==> src/rtl/arb_pkg.sv <==
// Shared types and sizing for the round-robin arbiter.
// Requester count is derived from the grant index width and is not overridable.
package arb_pkg;

    localparam int ID_W = 4;
    localparam int N    = 1 << ID_W;

    typedef enum logic {
        IDLE  = 1'b0,
        GRANT = 1'b1
    } state_t;

    // Assumes at most one bit set; an all-zero vector maps to index 0.
    function automatic logic [ID_W-1:0] onehot2bin(input logic [N-1:0] oh);
        logic [ID_W-1:0] b;
        b = '0;
        for (int i = 0; i < N; i++) begin
            if (oh[i]) begin
                b = b | ID_W'(i);
            end
        end
        return b;
    endfunction

endpackage

==> src/rtl/rr_prio_encoder.sv <==
// Round-robin priority encoder: lowest eligible requester at or above ptr,
// wrapping to the lowest eligible requester overall when none is above.
module rr_prio_encoder
    import arb_pkg::*;
(
    input  logic [N-1:0]    req,
    input  logic [ID_W-1:0] ptr,
    input  logic [N-1:0]    excl,
    output logic [ID_W-1:0] winner,
    output logic            found
);

    logic [N-1:0]    eligible;
    logic [N-1:0]    hi_mask;
    logic [N-1:0]    upper;
    logic [ID_W-1:0] lo_idx;
    logic [ID_W-1:0] hi_idx;
    logic            lo_found;
    logic            hi_found;

    assign eligible = req & ~excl;
    assign hi_mask  = ~((N'(1) << ptr) - N'(1));
    assign upper    = eligible & hi_mask;

    // Descending scan so the last hit, i.e. the lowest index, wins.
    always_comb begin
        lo_idx   = '0;
        hi_idx   = '0;
        lo_found = 1'b0;
        hi_found = 1'b0;
        for (int i = N - 1; i >= 0; i--) begin
            if (eligible[i]) begin
                lo_idx   = ID_W'(i);
                lo_found = 1'b1;
            end
            if (upper[i]) begin
                hi_idx   = ID_W'(i);
                hi_found = 1'b1;
            end
        end
    end

    assign winner = hi_found ? hi_idx : lo_idx;
    assign found  = lo_found;

endmodule

==> src/rtl/rr_arbiter.sv <==
// Round-robin arbiter with registered one-hot grant, binary index and an
// optional hold limit that forces rotation away from a long-running owner.
module rr_arbiter
    import arb_pkg::*;
#(
    parameter int MAX_HOLD = 16
) (
    input  logic            clk,
    input  logic            rst_n,
    input  logic            en,
    input  logic [N-1:0]    req,
    output logic [N-1:0]    gnt,
    output logic [ID_W-1:0] gnt_id,
    output logic            gnt_valid,
    output logic            preempt
);

    localparam int              HC_W     = (MAX_HOLD == 0) ? 1 : $clog2(MAX_HOLD + 1);
    localparam logic [HC_W-1:0] HOLD_LIM = HC_W'(MAX_HOLD);

    state_t          state_q, state_d;
    logic [N-1:0]    gnt_q, gnt_d;
    logic [ID_W-1:0] gnt_id_q, gnt_id_d;
    logic            gnt_valid_q, gnt_valid_d;
    logic            preempt_q, preempt_d;
    logic [ID_W-1:0] ptr_q, ptr_d;
    logic [HC_W-1:0] hold_q, hold_d;

    logic [ID_W-1:0] winner;
    logic            found;
    logic            owner_holds;
    logic            grant_new;
    logic            go_idle;

    // Excluding the current owner covers both release hand-off and preemption;
    // in IDLE gnt_q is zero so nothing is excluded.
    rr_prio_encoder u_enc (
        .req    (req),
        .ptr    (ptr_q),
        .excl   (gnt_q),
        .winner (winner),
        .found  (found)
    );

    assign owner_holds = |(req & gnt_q);

    always_comb begin
        state_d   = state_q;
        gnt_d     = gnt_q;
        ptr_d     = ptr_q;
        hold_d    = hold_q;
        preempt_d = 1'b0;
        grant_new = 1'b0;
        go_idle   = 1'b0;

        if (!en) begin
            go_idle = 1'b1;
        end else begin
            unique case (state_q)
                IDLE: begin
                    grant_new = found;
                end
                GRANT: begin
                    if (!owner_holds) begin
                        grant_new = found;
                        go_idle   = !found;
                    end else if (MAX_HOLD != 0 && hold_q == HOLD_LIM) begin
                        if (found) begin
                            grant_new = 1'b1;
                            preempt_d = 1'b1;
                        end else begin
                            hold_d = HC_W'(1);
                        end
                    end else if (MAX_HOLD != 0) begin
                        hold_d = hold_q + HC_W'(1);
                    end
                end
                default: go_idle = 1'b1;
            endcase
        end

        if (grant_new) begin
            state_d = GRANT;
            gnt_d   = N'(1) << winner;
            ptr_d   = winner + ID_W'(1);
            hold_d  = HC_W'(1);
        end else if (go_idle) begin
            state_d = IDLE;
            gnt_d   = '0;
            hold_d  = '0;
        end

        gnt_id_d    = onehot2bin(gnt_d);
        gnt_valid_d = |gnt_d;
    end

    always_ff @(posedge clk or negedge rst_n) begin
        if (!rst_n) begin
            state_q     <= IDLE;
            gnt_q       <= '0;
            gnt_id_q    <= '0;
            gnt_valid_q <= 1'b0;
            preempt_q   <= 1'b0;
            ptr_q       <= '0;
            hold_q      <= '0;
        end else begin
            state_q     <= state_d;
            gnt_q       <= gnt_d;
            gnt_id_q    <= gnt_id_d;
            gnt_valid_q <= gnt_valid_d;
            preempt_q   <= preempt_d;
            ptr_q       <= ptr_d;
            hold_q      <= hold_d;
        end
    end

    assign gnt       = gnt_q;
    assign gnt_id    = gnt_id_q;
    assign gnt_valid = gnt_valid_q;
    assign preempt   = preempt_q;

endmodule

==> config.mk <==
export PLATFORM = sky130hd
export DESIGN_NAME = rr_arbiter
export DESIGN_NICKNAME = d
export VERILOG_FILES = /design/src/rtl/arb_pkg.sv /design/src/rtl/rr_prio_encoder.sv /design/src/rtl/rr_arbiter.sv
export SDC_FILE = /design/constraint.sdc
export NUM_CORES = 1
export LEC_CHECK = 0
export ABC_AREA = 1
export CORE_AREA = 3 3 107 109
export DETAILED_ROUTE_END_ITERATION = 7
export DIE_AREA = 0 0 110 112
export PLACE_DENSITY = 0.52
export SLEW_MARGIN = 20
export SYNTH_ARGS = -nofsm -noshare
export SYNTH_HDL_FRONTEND = slang
export SYNTH_HIERARCHICAL = 1
export SYNTH_SLANG_ARGS = --single-unit
==> constraint.sdc <==
create_clock -name clk -period 7 [get_ports clk]
set_clock_uncertainty 0.2 [all_clocks]
set_input_delay 0.7 -clock clk [delete_from_list [all_inputs] [get_ports clk]]
set_output_delay 0.7 -clock clk [all_outputs]
set_load 0.005 [all_outputs]
## Yosys cells after proc, flatten, opt, wreduce, memory -nomap -nowiden

Index checks and enable logic that the tools add are counted.

| cells by class | value |
|---|---|
| add/sub/neg operators | 3 |
| eq/ne operators | 2 |
| shift operators | 2 |
| mux-type cells | 102 |
| bitwise operators | 6 |
| reduce and logical (&&, ||, !) cells | 8 |

Operators with widths:

| operator | count |
|---|---|
| $mux W4 | 41 |
| $and A16 B16 Y16 | 3 |
| $mux W1 | 45 |
| $mux W5 | 7 |
| $mux W16 | 2 |
| $not A16 Y16 | 2 |
| $reduce_or A16 Y1 | 2 |
| $shl A1 B4 Y16 const A | 2 |
| $sub A16 B2 Y16 const B | 1 |
| $mux W3 | 4 |
| $reduce_bool A3 Y1 | 3 |
| $add A5 B1 Y5 const B | 1 |
| $eq A5 B5 Y1 const B | 1 |
| $add A4 B1 Y4 const B | 1 |
| $mux W2 | 2 |
| $ne A4 B4 Y1 const B | 1 |
| $reduce_and A4 Y1 | 1 |
| $pmux W1 S2 | 1 |
| $reduce_bool A2 Y1 | 1 |
| $logic_not A1 Y1 | 1 |
| $not A1 Y1 | 1 |

| storage, ports and cells | value |
|---|---|
| flip-flop bits (word level) | 32 |
| input port bits | 19 |
| output and inout bits | 22 |
| word-level logic and storage cells | 130 |

## Depth between registers and ports, before layout

| depth | value |
|---|---|
| depth after elaboration | 39 |
| mapped depth | 35 |
| mapped depth without buffers | 34 |

## Hierarchy

Netlist, hierarchy kept.

Modules (own cells, without submodules):

| module | times used | cells each | area an instance (µm²) | seq. area each (µm²) |
|---|---|---|---|---|
| rr_arbiter | 1 | 218 | 1764.2 | 800.8 |
| rr_prio_encoder | 1 | 182 | 879.6 | 0.0 |

## Worst setup path before layout

Ideal clock, no wire load.

| path | value |
|---|---|
| kind | flip-flop to flip-flop |
| start | reg ptr_q[3] |
| end | reg gnt_valid_q (netlist: gnt_valid) |
| library setup time | 120 ps |
| arrival time | 3149 ps |
| required time | 6680 ps |
| slack | 3531 ps |
| stages on the path, launching flop included | 24 |
| buffers on the path | 1 |
| period minus slack after synthesis | 3469 ps |
| cell sequence | dfrtp_1 buf_6 nor2_4 inv_1 nor2_1 inv_1 ha_1 inv_1 nand3_2 nand2_1 inv_2 nand2_2 nand3_1 nor2_2 nand2_1 o32ai_1 inv_1 ha_1 nand4_1 nand2_1 nor2_2 nand2_1 nor2_1 nand2_1 |

| on the way | value |
|---|---|
| cells in the longest elaborated chain, start to end | 24 |
| elaborated cells on any way between the ends | 40 |
| classes of those cells | 1 x add/sub; 2 x shift; 34 x mux; 2 x bitwise; 1 x reduce/logical |

Ends and longest elaborated chain:

| element | line | text |
|---|---|---|
| from (decl) | rr_arbiter.sv:26 | `logic [ID_W-1:0] ptr_q, ptr_d;` |
| from (signal assigned) | rr_arbiter.sv:112 | `ptr_q <= ptr_d;` |
| $shl A1 B4 Y16 * | rr_prio_encoder.sv:22 | `assign hi_mask = ~((N'(1) << ptr) - N'(1));` |
| $sub A16 B2 Y16 * | rr_prio_encoder.sv:22 |  |
| $not A16 Y16 * | rr_prio_encoder.sv:22 |  |
| $and A16 B16 Y16 * | rr_prio_encoder.sv:23 | `assign upper = eligible & hi_mask;` |
| $mux W4 / $mux W1 (equally long branches) (16 in a row) | rr_prio_encoder.sv:36 | `if (upper[i]) begin` |
| $mux W4 * | rr_prio_encoder.sv:43 | `assign winner = hi_found ? hi_idx : lo_idx;` |
| via winner[2] | rr_arbiter.sv:29 | `logic [ID_W-1:0] winner;` |
| $shl A1 B4 Y16 * | rr_arbiter.sv:84 | `gnt_d = N'(1) << winner;` |
| $mux W16 * | rr_arbiter.sv:82 | `if (grant_new) begin` |
| via gnt_d[11] | rr_arbiter.sv:22 | `logic [N-1:0] gnt_q, gnt_d;` |
| $reduce_or A16 Y1 * | rr_arbiter.sv:94 | `gnt_valid_d = \|gnt_d;` |
| via gnt_valid_d | rr_arbiter.sv:24 | `logic gnt_valid_q, gnt_valid_d;` |
| to (signal assigned) | rr_arbiter.sv:110 | `gnt_valid_q <= gnt_valid_d;` |
| to (decl) | rr_arbiter.sv:24 |  |

The timed path passes the listed nets; every way through them passes the cells marked *.
A chain may end at the register's enable or synchronous reset.

## Worst setup path after layout

Ends and elaborated chain as after synthesis.

==> metrics.md <==
| Metric | Value |
|---|---|
| RSZ-0062 raised after global routing | no |
| Leakage | approximately 1.7 nW |
| PortBufs | 40 |
| Residual DRC | 0 |
| Total CTS buffers | 5 |
| Final hold slack | 0.2820 ns |
| #FFs+latches synth | 32 |
| Crit path max-delay cell type | o32ai_1 |
| Crit. End Element | flop |
| DP Area | 3178 µm² |
| Via count | around 2600 |
| Top_reg_cell synth | dfrtp_1 |
| Largest net degree at the start of global routing | 33 |
| Family with the most delay on the worst path | simple AND/OR/NAND/NOR gates |
| Worst-path fanout max | 9 |
| Fin crit share | 0.5796 |
| Commonest cells after routing, fill and taps aside | nand2_1 (117), inv_1 (62), nor2_1 (48) |
| Core Area | 10700 µm² |
| Syn nets | 428 |
| FMAX | 246.5 MHz |
| # rows | 38 |
| VDD IR-drop max | 0.1073 mV |
| Gpl congestion | 0.8833 |
| Vias in the first global route | 2490 |
| Clk buf depth | 2 |
| Setup tns final | 0 ns |
| Vias per inst | 4.495 |
| Ports | 41 |
| Status | completed |
| Power Total | roughly 1.3 mW |
| Seq. cell area | 800.8 µm² |
| Synth warn | 6 |
| Worst-Skew Late Latency | 0.29 ns |
| Inst Count DP | 574 |
| Sink Count | 32 |
| Initial antenna violation count | 0 |
| Post-synth cell types | 40 |
| Fill cells | approximately 1200 |
| Post-synth EDFFs | 0 |
| Number of detailed-route iterations in the first pass | 4 |
| CP max stage delay | 0.65 ns |
| Dpl hpwl | slightly above 6000 µm |
| Async set-or-reset flop fraction in the synthesized netlist | 1.000 |
| Crit path DAT | 4.03 ns |
| Fin. Hold Viols | 0 |
| Routed len/inst | roughly 13 µm |
| Post-Place Setup Slack | 2.983 ns |
| Worst Hold Class | flop to flop |
| Area delta synth->final | 23.52% |
| Clk pin slew, worst setup/hold paths | 0.07 ns |
| Post-Syn Instances | 400 |
| Multi-input gate area | about 1500 µm² |
| Register area share after synthesis | 0.3029 |
| Post-route ant nets | 0 |
| Initial Utilization | 0.2471 |
| WS Path Type | flop to flop |
| Worst-Margin Slew | about 0.81 ns |
| Data required, critical path | roughly 7 ns |
| Commonest non-fill, non-tap cell in the layout | nand2_1 |
| N_diodes | 0 |
| TritonCTS clock tree | done |
| Design Area, Final | 3266 µm² |
| Die area | 12320 µm² |
| Pwr dens | 411.1 nW/µm² |
| Synth Area per Inst | 6.609 µm² |
| First-pass GRT wire length | 12410 µm |
| Die span in x | 110 µm |
| Post-CTS Hold Buffers | 0 |
| Initial drt markers | between 150 and 200 |
| Tmin final | 4.057 ns |
| Final max-slew violation count | 0 |
| Non-Filler Instances | 582 |
| Die height | approximately 110 µm |
| Most used cell along the critical path | nand2_1 |
| Nets | between 400 and 500 |
| GRT Overall Usage | 0.1275 |
| Worst Path Buf+Inv | 5 |
| Layout cells sized above 1 | 0.1109 |
| Slew headroom | 0.4547 |
| CP Cell Sequence | nor2_4, inv_1, nor2_1, inv_1, ha_1, inv_1, nand3_2, nand2_1, inv_2, nand2_2, nand3_1, nor2_2, nand2_1, o32ai_1, inv_1, ha_1, nand4_1, nand2_1, nor2_2, nand2_1, nor2_1, nand2_1 |
| CP startpoint kind | flop |
| Mapped Area | 2644 µm² |
| # Post-CTS Setup Buffers | 0 |
| Final setup fails | 0 |
| CTS H-Tree Depth | 2 |
| Post-layout util | 0.3053 |
| Final setup margin | approximately 2.9 ns |
| Post-cts resize count | 0 |
| Max-cap violations | 0 |
| CTS root buf | clkbuf_8 |
| Drt total wl | 7564 µm |
| GRT Residual Overflow | 0 |
-- cell families (layout without fill, tap and decap cells) --
family	count (synthesis)	count (layout)	share of synthesized area
multiplexers	1	1	0.004259
AO/OA/AOI/OAI	38	38	0.09560
adder cells (fa/ha/maj)	9	9	0.04259
AND/OR/NAND/NOR	245	245	0.4397
buffers and inverters	75	117	0.1150
flip-flops	32	32	0.3029
-- routing by layer --
layer  part of all wire  track usage  vias to the layer above
li1                   -            -                     1360
met1               0.45       0.1707                     1200
met2               0.49       0.2124                       50
met3              0.048      0.01797                        6
met4              0.011      0.03491                        0
met5                  0            0                        -
-- area by class of cell --
| cell class | instances | area share |
|---|---|---|
| multi-input combinational | 293 | 0.4713 |
| sequential | 32 | 0.2452 |
| clock inverter | 3 | 0.005747 |
| timing repair buffer | 41 | 0.1249 |
| tap | 140 | 0.05364 |
| clock buffer | 5 | 0.02107 |
| inverter | 68 | 0.07816 |
-- synthesized netlist by cell type (2+ instances only) --
cell type | instances | area (µm²)
a211oi_1 | 2 | 15.01
a21oi_1 | 8 | 40.04
a31oi_1 | 4 | 25.02
buf_2 | 3 | 15.01
buf_6 | 2 | 22.52
dfrtp_1 | 32 | 800.8
ha_1 | 9 | 112.6
inv_1 | 62 | 232.7
inv_2 | 5 | 18.77
nand2_1 | 117 | 439.2
nand2_2 | 7 | 43.79
nand3_1 | 26 | 130.1
nand3_2 | 8 | 80.08
nand4_1 | 20 | 125.1
nor2_1 | 48 | 180.2
nor2_2 | 8 | 50.05
nor2_4 | 2 | 22.52
nor3_1 | 2 | 10.01
o211ai_1 | 4 | 30.03
o21ai_0 | 10 | 50.05
o21bai_1 | 2 | 15.01
-- flip-flops by register name, summed over array words and instances (netlist names) --
| name | flops |
|---|---|
| gnt | 16 |
| gnt_id | 4 |
| gnt_valid | 1 |
| hold_q | 5 |
| preempt | 1 |
| ptr_q | 4 |
| state_q | 1 |
-- power breakdown --
group / switching [mW] / internal [mW]
sequential: 0.0808 / 0.247
combinational: 0.546 / 0.326
clock: 0.0733 / 0.0692
total: 0.700 / 0.642
-- final timing paths --
path                                        from                     to  slack [ns]  cells past startpoint
max                         ptr_q[3]$_DFFE_PN0N_    gnt_valid$_DFF_PN0_        2.94                     22
min                        hold_q[3]$_DFFE_PN0P_  hold_q[3]$_DFFE_PN0P_        0.28                      1
max reg2reg                 ptr_q[3]$_DFFE_PN0N_    gnt_valid$_DFF_PN0_        2.94                     22
min reg2reg                hold_q[3]$_DFFE_PN0P_  hold_q[3]$_DFFE_PN0P_        0.28                      1
max in group asynchronous                  rst_n    gnt_id[3]$_DFF_PN0_        5.69                      2
min in group asynchronous                  rst_n      preempt$_DFF_PN0_        0.60                      2
Power figures use the tool's default switching activity.
